## src/rtl/bcd_pkg.sv

```systemverilog
// Shared types and constants for the BCD step generator and its digit cells.
// Digits are 4-bit codes; legal values are 0..BCD_MAX.
package bcd_pkg;

    typedef logic [3:0] digit_t;

    localparam digit_t BCD_MAX = 4'd9;

    typedef enum logic [1:0] {
        IDLE    = 2'd0,
        PRESENT = 2'd1,
        WAIT    = 2'd2
    } state_t;

    function automatic logic digit_illegal(input digit_t d);
        return d > BCD_MAX;
    endfunction

endpackage

```

## src/rtl/bcd_digit.sv

```systemverilog
// One registered decimal digit of the counter chain.
// It steps only when cin is high, and ripples a carry/borrow to the next digit through cout.
module bcd_digit
    import bcd_pkg::*;
(
    input  logic   clk,
    input  logic   rst_n,
    input  logic   load,
    input  digit_t load_d,
    input  logic   inc,
    input  logic   dec,
    input  logic   cin,
    output logic   cout,
    output digit_t q
);

    digit_t q_reg;
    digit_t q_next;

    // cout is high when this digit rolls over in the current step direction.
    assign cout = cin & ((inc & (q_reg == BCD_MAX)) | (~inc & dec & (q_reg == '0)));

    always_comb begin
        q_next = q_reg;
        if (load) begin
            q_next = load_d;
        end else if (cin && inc) begin
            q_next = (q_reg == BCD_MAX) ? '0 : q_reg + 4'd1;
        end else if (cin && dec) begin
            q_next = (q_reg == '0) ? BCD_MAX : q_reg - 4'd1;
        end
    end

    always_ff @(posedge clk) begin
        if (!rst_n) begin
            q_reg <= '0;
        end else begin
            q_reg <= q_next;
        end
    end

    assign q = q_reg;

endmodule

```

## src/rtl/bcd_step_gen.sv

```systemverilog
// Sequenced BCD source with a valid/ready output, decimal up/down counting,
// programmable spacing between values, and a range-checked parallel load.
module bcd_step_gen
    import bcd_pkg::*;
#(
    parameter int NDIG = 1,
    parameter int DIV  = 1
) (
    input  logic              clk,
    input  logic              rst_n,
    input  logic              en,
    input  logic              up,
    input  logic              load,
    input  logic [4*NDIG-1:0] load_val,
    output logic [4*NDIG-1:0] bcd,
    output logic              out_valid,
    input  logic              out_ready,
    output logic              wrap,
    output logic              load_err
);

    localparam int            PW         = $clog2(DIV) + 1;
    localparam logic [PW-1:0] PRESC_LAST = PW'(DIV - 1);

    state_t          state_reg;
    state_t          state_next;
    logic [PW-1:0]   presc_reg;
    logic [PW-1:0]   presc_next;
    logic [PW-1:0]   presc_step;
    logic            wrap_reg;
    logic            load_err_reg;

    logic            handshake;
    logic            load_window;
    logic            load_accept;
    logic            load_reject;
    logic [NDIG:0]   carry;
    logic [NDIG-1:0] digit_bad;

    assign handshake   = (state_reg == PRESENT) && out_ready;
    assign load_window = load && (state_reg != PRESENT);
    assign load_accept = load_window && !(|digit_bad);
    assign load_reject = load_window && (|digit_bad);
    assign presc_step  = presc_reg + PW'(1);

    // The chain only steps on a handshake, so a load and an advance never collide.
    assign carry[0] = handshake;

    generate
        for (genvar gi = 0; gi < NDIG; gi++) begin : g_digit
            digit_t digit_q;

            assign digit_bad[gi] = digit_illegal(load_val[4*gi +: 4]);

            bcd_digit u_digit (
                .clk    (clk),
                .rst_n  (rst_n),
                .load   (load_accept),
                .load_d (load_val[4*gi +: 4]),
                .inc    (up),
                .dec    (~up),
                .cin    (carry[gi]),
                .cout   (carry[gi+1]),
                .q      (digit_q)
            );

            assign bcd[4*gi +: 4] = digit_q;
        end
    endgenerate

    always_ff @(posedge clk) begin
        if (!rst_n) begin
            state_reg    <= IDLE;
            presc_reg    <= '0;
            wrap_reg     <= 1'b0;
            load_err_reg <= 1'b0;
        end else begin
            state_reg    <= state_next;
            presc_reg    <= presc_next;
            wrap_reg     <= handshake && carry[NDIG];
            load_err_reg <= load_reject;
        end
    end

    // A load while waiting restarts the spacing interval from zero.
    always_comb begin
        state_next = state_reg;
        presc_next = '0;
        case (state_reg)
            IDLE: begin
                if (en) begin
                    state_next = PRESENT;
                end
            end
            PRESENT: begin
                if (handshake) begin
                    if (!en) begin
                        state_next = IDLE;
                    end else if (DIV == 1) begin
                        state_next = PRESENT;
                    end else begin
                        state_next = WAIT;
                    end
                end
            end
            WAIT: begin
                presc_next = load_accept ? '0 : presc_step;
                if (!en) begin
                    state_next = IDLE;
                end else if (load_accept) begin
                    state_next = WAIT;
                end else if (presc_step == PRESC_LAST) begin
                    state_next = PRESENT;
                end
            end
            default: begin
                state_next = IDLE;
            end
        endcase
    end

    always_comb begin
        out_valid = (state_reg == PRESENT);
    end

    assign wrap     = wrap_reg;
    assign load_err = load_err_reg;

endmodule

```

## config.mk

```make
export PLATFORM = sky130hd
export DESIGN_NAME = bcd_step_gen
export DESIGN_NICKNAME = d
export VERILOG_FILES = /design/src/rtl/bcd_pkg.sv /design/src/rtl/bcd_digit.sv /design/src/rtl/bcd_step_gen.sv
export SDC_FILE = /design/constraint.sdc
export NUM_CORES = 1
export LEC_CHECK = 0
export BUFFER_PORTS_ARGS = -buffer_cell sky130_fd_sc_hd__clkbuf_2
export CELL_PAD_IN_SITES_DETAIL_PLACEMENT = 2
export CELL_PAD_IN_SITES_GLOBAL_PLACEMENT = 2
export CORE_AREA = 3 3 49 55
export DETAILED_ROUTE_END_ITERATION = 12
export DIE_AREA = 0 0 52 58
export GPL_TIMING_DRIVEN = 0
export PLACE_DENSITY_LB_ADDON = 0.1
export SYNTH_ARGS = -nofsm -noshare
export SYNTH_HDL_FRONTEND = slang
export SYNTH_SLANG_ARGS = --single-unit
```

## constraint.sdc

```tcl
create_clock -name clk -period 1.8 [get_ports clk]
set_clock_uncertainty 0.1 [all_clocks]
set_input_delay 0.36 -clock clk [delete_from_list [all_inputs] [get_ports clk]]
set_output_delay 0.36 -clock clk [all_outputs]
set_load 0.01 [all_outputs]
```

==> results of run 1 <==
==> logic make-up after synthesis <==
group | Yosys count | synth area share [%]
flops | 9 | 31.9
simple gates | 32 | 33.6
xor+xnor | 1 | 1.55
compound gates | 23 | 27.0
buf+inv | 7 | 5.97
==> final cells by class <==
class                   instances  area, sq um
repair buffers                 15         75.1
multi-input cells              56          352
well taps                      30         37.5
inverters                       3         11.3
clock buffers                   4         26.3
fillers                       284         1530
flip-flops and latches          9          180
plain buffers                   3         18.8
==> Yosys cell counts, drive strengths merged <==
library cell,instances,area share (%)
dfxtp,9,32
o21ai,8,7.1
nor2,5,3.3
nand2,4,2.7
nand3,4,3.5
a21oi,3,2.7
a31oi,3,3.3
inv,3,2.0
nand2b,3,3.3
a211o,2,3.1
and3,2,2.2
and3b,2,3.1
and4b,2,3.5
buf,2,2.7
clkbuf,2,1.3
nand3b,2,2.7
nor3,2,1.8
a2111oi,1,1.5
a21o,1,1.3
a221oi,1,1.5
a22oi,1,1.3
a31o,1,1.5
a32oi,1,1.5
and2,1,1.1
nand4b,1,1.5
nor2b,1,1.1
nor3b,1,1.3
nor4,1,1.1
o2111a,1,2.0
or4,1,1.3
xor2,1,1.5
==> worst register-to-register path: cells and delay by family, from the launching register on <==
family / cells / cell delay (ps)
and+or+nand+nor: 1 / 480
DFF: 1 / 320
buffers and inverters: 1 / 130
AOI/OAI and AO/OA: 3 / 580
==> path summary, 6_finish.rpt <==
kind / cells after the start / from / end
max: 5 / g_digit[0].u_digit.q[2] / g_digit[0].u_digit.q[3]
min: 3 / load_val[0] / g_digit[0].u_digit.q[0]
max reg2reg: 5 / g_digit[0].u_digit.q[2] / g_digit[0].u_digit.q[3]
min reg2reg: 1 / presc_reg / presc_reg
==> power breakdown <==
| part | switching [mW] | total, mW | internal (mW) |
|---|---|---|---|
| Clock | 0.0753 | 0.161 | 0.0857 |
| Sequential | 0.0172 | 0.227 | 0.210 |
| Combinational | 0.0640 | 0.114 | 0.0497 |
==> metal layers <==
layer | GRT usage, % | vias to the layer above | wire, um | part of all wire [%]
li1 | - | 309 | - | -
met1 | 18.5 | 301 | 813 | 47
met2 | 21.2 | 13 | 809 | 47
met3 | 1.80 | 5 | 62 | 3.6
met4 | 7.87 | 0 | 46 | 2.7
met5 | 0 | - | 0 | 0
==> layout by cell type, fill, tap and decap left out, types with 2 or more instances in the layout <==
cell type,netlist,layout
a31oi_1,3,3
clkbuf_2,0,15
nand3b_1,2,2
inv_1,3,3
dfxtp_1,9,9
nand3_1,4,4
o21ai_0,7,7
a21oi_1,3,3
nor3_1,2,2
clkbuf_4,0,3
clkbuf_1,2,2
and4b_1,2,2
nand2b_1,3,3
and3_1,2,2
a211o_1,2,2
and3b_1,2,2
nand2_1,4,4
nor2_1,5,5
==> metrics.md, run 1 <==
| Metric | Value |
|---|---|
| Dpl hpwl | around 1400 um |
| Final Hold Fails | 0 |
| Routed WL | 1730 um |
| Cell variety after synth | 33 |
| CTS tree | built |
| Critical-path cell list | buf_6, or4_1, a21o_1, a211o_1, a31oi_1 |
| CTS Buffer Depth | 2 |
| Post-route DRC | 0 |
| Die Height | a little under 60 um |
| Leakage | 0.305 nW |
| Cts hold-fix bufs | 0 |
| Global route overflow | 0 |
| Cell area after synthesis | 566 sq um |
| Worst Hold Class | primary input to register |
| Worst Max-Slew Pin Slew | 382 ps |
| Die footprint | slightly above 0.003 sq mm |
| Syn Area/Cell | 7.85 sq um |
| Post-DR vias/cell | 5.23 |
| Largest net degree at the start of global routing | 11 |
| Post-CTS sizing | 0 |
| Num CTS Buffers | 3 |
| Fin crit share | between 90 and 100% |
| Area growth, synth to finish | 23.9% |
| Setup WS pre-CTS | approximately 63 ps |
| FF-to-FF setup slack | around 110 ps |
| CP Class | register to register |
| Power Dens Cells | 716 mW/mm^2 |
| CP startpoint kind | register |
| Max-slew violations | 0 |
| GRT Resource Usage Total | approximately 14% |
| Outcome | completed |
| Post-route cell area | 701 sq um |
| Worst-Skew Late Latency | 270 ps |
| Final setup fails | 0 |
| Via count | 628 |
| Slew HR | 73.9% |
| Worst Path Arrival | 1780 ps |
| PnR worst setup slack | about 110 ps |
| Critical path's top delay family | compound AO/OA/AOI/OAI gates |
| Nets | a little over 100 |
| Drt pass-1 iters | 3 |
| Minimum clock period | 1690 ps |
| First-pass GRT wire length | 3130 um |
| Seq/Total Area, Yosys | approximately a third |
| Post-CTS setup repair buffer count | 0 |
| Antenna Cells | 0 |
| # clock sinks | 9 |
| Post-route ant nets | 0 |
| Initial drt markers | 14 |
| VDD IR max | 371 uV |
| DR WL/cell | 14.4 um |
| WHS | 247 ps |
| Die Wd | 52 um |
| Setup total negative slack | 0 ps |
| Crit path buf inv count | 1 |
| Root Buffer | clkbuf_4 |
| Max-Cap Viols | 0 |
| Synth warn | 0 |
| Htree depth | 1 |
| Share of layout cells above drive strength 1 | 22.2% |
| Initial antenna violation count | 0 |
| Total power | around 0.5 mW |
| I/O Pins | 17 |
| Max reg flops | 4 |
| Core Rows | 18 |
| Cells after Synth | 72 |
| Dpl cells | 117 |
| RSZ-0062 raised after global routing | false |
| CP endpoint kind | register |
| Clock-pin slew on the worst setup and hold paths | 60 ps |
| Fin cells | 120 |
| Starting Density | 25.4% |
| IO buf count | 15 |
| RD Place Congestion | between 0.7 and 0.8 |
| Critical-path maximum fanout | 10 |
| Synthesis-stage register bit count | 9 |
| Crit path largest cell delay | 480 ps |
| Worst path slowest cell | or4_1 |
| Maximum achievable frequency | 593 MHz |
| Core Footprint | roughly 0.0022 sq mm |
| Final Util | 31.4% |
| CP Data Required Time | around 1900 ps |
| Mapped Nets | just over 80 |
| Placed Area | 678 sq um |
| Vias in the first global route | 664 |
Power figures use the tool's default switching activity.
==> run 2, diff against run 1 <==
==> constraint.sdc (replaced) <==
create_clock -name clk -period 1.72 [get_ports clk]
set_clock_uncertainty 0.1 [all_clocks]
set_input_delay 0.344 -clock clk [delete_from_list [all_inputs] [get_ports clk]]
set_output_delay 0.344 -clock clk [all_outputs]
set_load 0.01 [all_outputs]
==> run 2 against run 1 <==
Critical endpoint unchanged. Sequential share of layout area is 0.69 points higher. Via count stayed put. Largest power group unchanged. Critical path depth down 1.
==> metrics.md, run 2 (same netlist as run 1, synthesis figures left out) <==
| Metric | Value |
|---|---|
| Outcome | completed |
| Clock-pin slew on the worst setup and hold paths | 60 ps (about the same) |
| Die footprint | 0.00302 sq mm (unchanged) |
| Post-route DRC | 0 (unchanged) |
| Worst Path Arrival | 1740 ps (-40 ps) |
| Post-DR vias/cell | 5.28 (+0.84%) |
| CP startpoint | g_digit[0].u_digit.q[1] |
| Via count | 628 (unchanged) |
| First-pass GRT wire length | 3110 um (-0.86%) |
| Max reg flops | 4 (unchanged) |
| Final setup fails | 0 (unchanged) |
| Reg2reg start | g_digit[0].u_digit.q[1] |
| Starting Density | 25.4% (unchanged) |
| Area growth, synth to finish | 25.7% |
| Critical-path maximum fanout | 9 (-1) |
| Num CTS Buffers | 3 (unchanged) |
| IO buf count | 15 (unchanged) |
| Drt pass-1 iters | 3 (unchanged) |
| GRT Resource Usage Total | 13.7% (-0.11 points) |
| Antenna Cells | 0 (unchanged) |
| Slew HR | 70.8% (-3.1 points) |
| Die Height | 58 um (unchanged) |
| Maximum achievable frequency | 604 MHz (+1.9%) |
| # clock sinks | 9 (unchanged) |
| Final Hold Fails | 0 (unchanged) |
| Initial drt markers | 7 (-7) |
| RD Place Congestion | 0.731 (unchanged) |
| Global route overflow | 0 (unchanged) |
| Commonest non-fill, non-tap cell in the layout | clkbuf_2 |
| CTS Buffer Depth | 2 (unchanged) |
| CP startpoint kind | register |
| Vias in the first global route | 661 (-0.45%) |
| VDD IR max | 378 uV (+1.9%) |
| Dpl hpwl | 1370 um (unchanged) |
| Post-route ant nets | 0 (unchanged) |
| Worst-Skew Late Latency | 270 ps (about the same) |
| Max-Cap Viols | 0 (unchanged) |
| Most frequent cells in the layout | clkbuf_2 (16), o21ai_0 (7), nor2_1 (5), dfxtp_1 (5) |
| Worst Max-Slew Pin Slew | 435 ps (+53.3 ps) |
| Share of layout cells above drive strength 1 | 30.3% (+8.1 points) |
| CTS tree | built |
| DR WL/cell | 14.8 um (+2.7%) |
| Routed WL | 1760 um (+1.8%) |
| Power Dens Cells | 747 mW/mm^2 (+4.4%) |
| CP endpoint kind | register |
| Hold wc startpoint | en |
| CP Class | register to register |
| Die Wd | 52 um (unchanged) |
| Fin crit share | 96.3% (+2.6 points) |
| Initial antenna violation count | 0 (unchanged) |
| Worst Hold Class | primary input to register |
| Max-slew violations | 0 (unchanged) |
| Root Buffer | clkbuf_4 |
| Htree depth | 1 (unchanged) |
| Minimum clock period | 1660 ps (-31.0 ps) |
| Final Util | 31.9% (+0.45 points) |
| Post-CTS setup repair buffer count | 0 (unchanged) |
| I/O Pins | 17 (unchanged) |
| CP Data Required Time | 1810 ps (-80 ps) |
| Nets | 100 (-0.99%) |
| Core Rows | 18 (unchanged) |
| Core Footprint | 0.00223 sq mm (unchanged) |
| RSZ-0062 raised after global routing | true |
| Total power | 0.531 mW (+5.9%) |
| Leakage | 0.305 nW (-0.11%) |
| Largest net degree at the start of global routing | 12 (+1) |
-- run 2: cell types whose count changed in the layout (fill, tap and decap cells not counted), sizes merged --
cell and delta:
buf -2, clkbuf +1
-- run 2: repair_timing --
| action | CTS | global route |
|---|---|---|
| endpoints found under the setup margin | 1 | 3 |
| hold buffers | 0 | 0 |
| gates resized for setup | 0 | 9 |
| pin swaps | 0 | 2 |
-- run 2: cell type report --
| cell class | instances | area, sq um |
|---|---|---|
| Tap cell | 30 | 37.5 |
| Clock buffer | 4 | 26.3 |
| Sequential cell | 9 | 188 |
| Inverter | 3 | 11.3 |
| Fill cell | 280 | 1520 |
| Timing Repair Buffer | 15 | 75.1 |
| Buffer | 2 | 8.76 |
| Multi-Input combinational cell | 56 | 364 |
-- run 2: metal layers --
layer	track usage, %	part of all wire (%)	vias to the layer above
met5	0	0	-
met4	7.87	2.6	0
met3	1.80	3.5	5
met2	21.2	48	13
met1	18.1	46	303
li1	-	-	307
-- run 2: metrics by stage --
stage                     TNS (ps)  instance area (sq um)  cells  hold WS, ps  worst slack, ps
final                            0                    711    119          230             63.8
after global placement       -23.9                    678    117          333            -23.9
after detailed placement     -16.7                    678    117          339            -16.7
after floorplan                  0                    566     72          310              112
after CTS                        0                    701    120          220             2.92
after global routing         -5.42                    711    119          244            -5.42
-- run 2: power by group --
| part | internal (mW) | switching (mW) |
|---|---|---|
| clock | 0.0897 | 0.0783 |
| sequential | 0.221 | 0.0216 |
| combinational | 0.0551 | 0.0656 |
-- run 2: worst max-delay path, cell delays in order (launching register included) --
cell and delay [ps]:
dfxtp_4 370, or4_4 510, a21o_1 170, a211o_1 250, a31oi_1 170
-- run 2: worst paths after layout --
| kind | to | slack (ps) | cells past startpoint |
|---|---|---|---|
| max reg2reg | g_digit[0].u_digit.q[3] | 60 | 4 |
| min reg2reg | presc_reg | 350 | 1 |
| max | g_digit[0].u_digit.q[3] | 60 | 4 |
| min | state_reg[1] | 230 | 3 |
==> run 3, diff against run 2 <==
--- a/config.mk
+++ b/config.mk
@@ -5,12 +5,12 @@
 export SDC_FILE = /design/constraint.sdc
 export NUM_CORES = 1
 export LEC_CHECK = 0
-export BUFFER_PORTS_ARGS = -buffer_cell sky130_fd_sc_hd__clkbuf_2
 export CELL_PAD_IN_SITES_DETAIL_PLACEMENT = 2
 export CELL_PAD_IN_SITES_GLOBAL_PLACEMENT = 2
-export CORE_AREA = 3 3 49 55
+export CORE_AREA = 3 3 45 51
 export DETAILED_ROUTE_END_ITERATION = 12
-export DIE_AREA = 0 0 52 58
+export DIE_AREA = 0 0 48 54
+export DONT_BUFFER_PORTS = 1
 export GPL_TIMING_DRIVEN = 0
 export PLACE_DENSITY_LB_ADDON = 0.1
 export SYNTH_ARGS = -nofsm -noshare
==> run 3 against run 2 <==
Final area decreased by 10%. Via count decreased by 8.1%. Cell count decreased by 19%. Sequential share of layout area increased by 2.4 points. Total power decreased by 2.7%. Critical path type unchanged.
==> metrics.md, run 3 (same netlist as run 1, synthesis figures left out) <==
| Metric | Value |
|---|---|
| FF-to-FF setup slack | 20 ps (-40 ps) |
| Critical-path cell list | buf_6, or4_1, a21o_1, a211o_1, a31oi_1 |
| Setup total negative slack | 0 ps (unchanged) |
| GRT Resource Usage Total | 15.7% (+1.9 points) |
| Die footprint | 0.00259 sq mm (-14%) |
| I/O Pins | 17 (unchanged) |
| Worst Path Arrival | 1790 ps (+50 ps) |
| Cts hold-fix bufs | 0 (unchanged) |
| Share of layout cells above drive strength 1 | 15.4% (-15 points) |
| Placed Area | 588 sq um (-13%) |
| Most frequent cells in the layout | o21ai_0 (7), dfxtp_1 (6), nor2_1 (5), nand2_1 (4), nand3_1 (4) |
| Worst path slowest cell | or4_1 |
| Grt peak-use layer | met2 |
| Minimum clock period | 1700 ps (+43.4 ps) |
| Core Footprint | 0.00180 sq mm (-19%) |
| First-pass GRT wire length | 2790 um (-10%) |
| DR WL/cell | 18.2 um (+23%) |
| Routed WL | 1750 um (-0.79%) |
| Worst r2r dst | g_digit[0].u_digit.q[3] |
| Max-Cap Viols | 0 (unchanged) |
| Maximum achievable frequency | 588 MHz (-2.6%) |
| Leakage | 0.261 nW (-14%) |
| CP startpoint kind | register |
| Commonest non-fill, non-tap cell in the layout | o21ai_0 |
| Dpl hpwl | 1280 um (-6.7%) |
| Power Dens Cells | 810 mW/mm^2 (+8.4%) |
| CP endpoint kind | register |
| Drt pass-1 iters | 3 (unchanged) |
| Via count | 577 (-8.1%) |
| Crit path largest cell delay | 460 ps (-50 ps) |
| Crit path buf inv count | 1 (+1) |
| Grt met3 use | 5.02% (+3.2 points) |
| WHS | 109 ps (-121 ps) |
| CP Data Required Time | 1810 ps (about the same) |
| VDD IR max | 347 uV (-8.3%) |
| Area growth, synth to finish | 12.8% |
| Core Rows | 16 (-2) |
| Grt met2 use | 22.7% (+1.5 points) |
| Max reg flops | 4 (unchanged) |
| # clock sinks | 9 (unchanged) |
| Worst Max-Slew Pin Slew | 415 ps (-19.8 ps) |
| Final Hold Fails | 0 (unchanged) |
| Critical-path maximum fanout | 5 (-4) |
| Final setup fails | 0 (unchanged) |
| Initial antenna violation count | 0 (unchanged) |
| Slew HR | 72.2% (+1.4 points) |
| CP Class | register to register |
| Post-DR vias/cell | 6.01 (+14%) |
| IO buf count | 0 (-15) |
| Num CTS Buffers | 3 (unchanged) |
| Die Height | 54 um (-6.9%) |
| CP startpoint | g_digit[0].u_digit.q[2] |
| Post-route cell area | 638 sq um (-10%) |
| Max-slew violations | 0 (unchanged) |
| Root Buffer | clkbuf_4 |
| RSZ-0062 raised after global routing | true |
| FF-to-FF path depth | 5 (+1) |
| RD Place Congestion | 0.752 (+2.8%) |
| Global route overflow | 0 (unchanged) |
| Fin crit share | 98.8% (+2.5 points) |
| Critical path's top delay family | compound AO/OA/AOI/OAI gates |
| Reg2reg start | g_digit[0].u_digit.q[2] |
| Die Wd | 48 um (-7.7%) |
| Worst Hold Class | primary input to register |
| Initial drt markers | 6 (-1) |
| Fillcell total | 237 (-15%) |
| Critical path depth | 5 (+1) |
| Starting Density | 31.4% (+6.0 points) |
| Critical Path End | g_digit[0].u_digit.q[3] |
| CTS Buffer Depth | 2 (unchanged) |
| Worst-Skew Late Latency | 260 ps (about the same) |
| CTS tree | built |
| Outcome | completed |
| Nets | 89 (-11%) |
| Htree depth | 1 (unchanged) |
| Met1 Resource Use GR | 20.2% (+2.1 points) |
| Vias in the first global route | 614 (-7.1%) |
| Post-route DRC | 0 (unchanged) |
| Final Util | 35.4% (+3.5 points) |
| Clock-pin slew on the worst setup and hold paths | 70 ps (about the same) |
| Post-route ant nets | 0 (unchanged) |
| Total power | 0.517 mW (-2.7%) |
| Largest net degree at the start of global routing | 11 (-1) |
| Antenna Cells | 0 (unchanged) |
[run 3: layout make-up]
type / count / area [sq um] / share of cell area (%)
Tap cell: 18 / 22.5 / 3.53
Buffer: 4 / 27.5 / 4.31
Clock buffer: 4 / 26.3 / 4.12
Sequential cell: 9 / 184 / 28.8
Inverter: 3 / 11.3 / 1.76
Timing Repair Buffer: 2 / 15.0 / 2.35
Multi-Input combinational cell: 56 / 352 / 55.1
[run 3: power by group]
| part | switching [mW] | leakage (nW) | total (mW) | internal [mW] |
|---|---|---|---|---|
| logic | 0.0616 | 0.171 | 0.108 | 0.0461 |
| registers | 0.0182 | 0.0747 | 0.239 | 0.221 |
| clock network | 0.0807 | 0.0150 | 0.170 | 0.0897 |
[run 3: what timing repair did]
action                     4_1_cts  5_1_grt
pin swaps                        0        2
resized for setup                1        7
setup endpoints to repair        1        3
buffers inserted                 0        2
[run 3: per-layer routing]
layer  vias up  routed length, um  share of wire (%)
li1        283                  -                  -
met1       280                844                 48
met2        12                788                 45
met3         2                107                6.1
met4         0                 10               0.57
met5         -                  0                  0
[run 3: stage by stage]
step	setup slack [ps]	cells
6_report	20.5	96
3_3_place_gp	-4.44	90
5_1_grt	-45.6	96
3_5_place_dp	14.0	90
4_1_cts	15.0	94
2_1_floorplan	112	72
[run 3: worst register-to-register path, cell delays in order (launching register included)]
cell and delay (ps):
dfxtp_2 340, buf_6 120, or4_1 460, a21o_1 170, a211o_1 270, a31oi_1 170
[run 3: how the worst min path moves through the flow]
stage / from / cells after the start / slack (ps) / endpoint
after detailed placement: presc_reg / 1 / 340 / presc_reg
after global placement: presc_reg / 1 / 340 / presc_reg
after global routing: load / 2 / 110 / load_err
after floorplan: presc_reg / 1 / 310 / presc_reg
final: load / 2 / 110 / load_err
after CTS: load / 2 / 100 / load_err
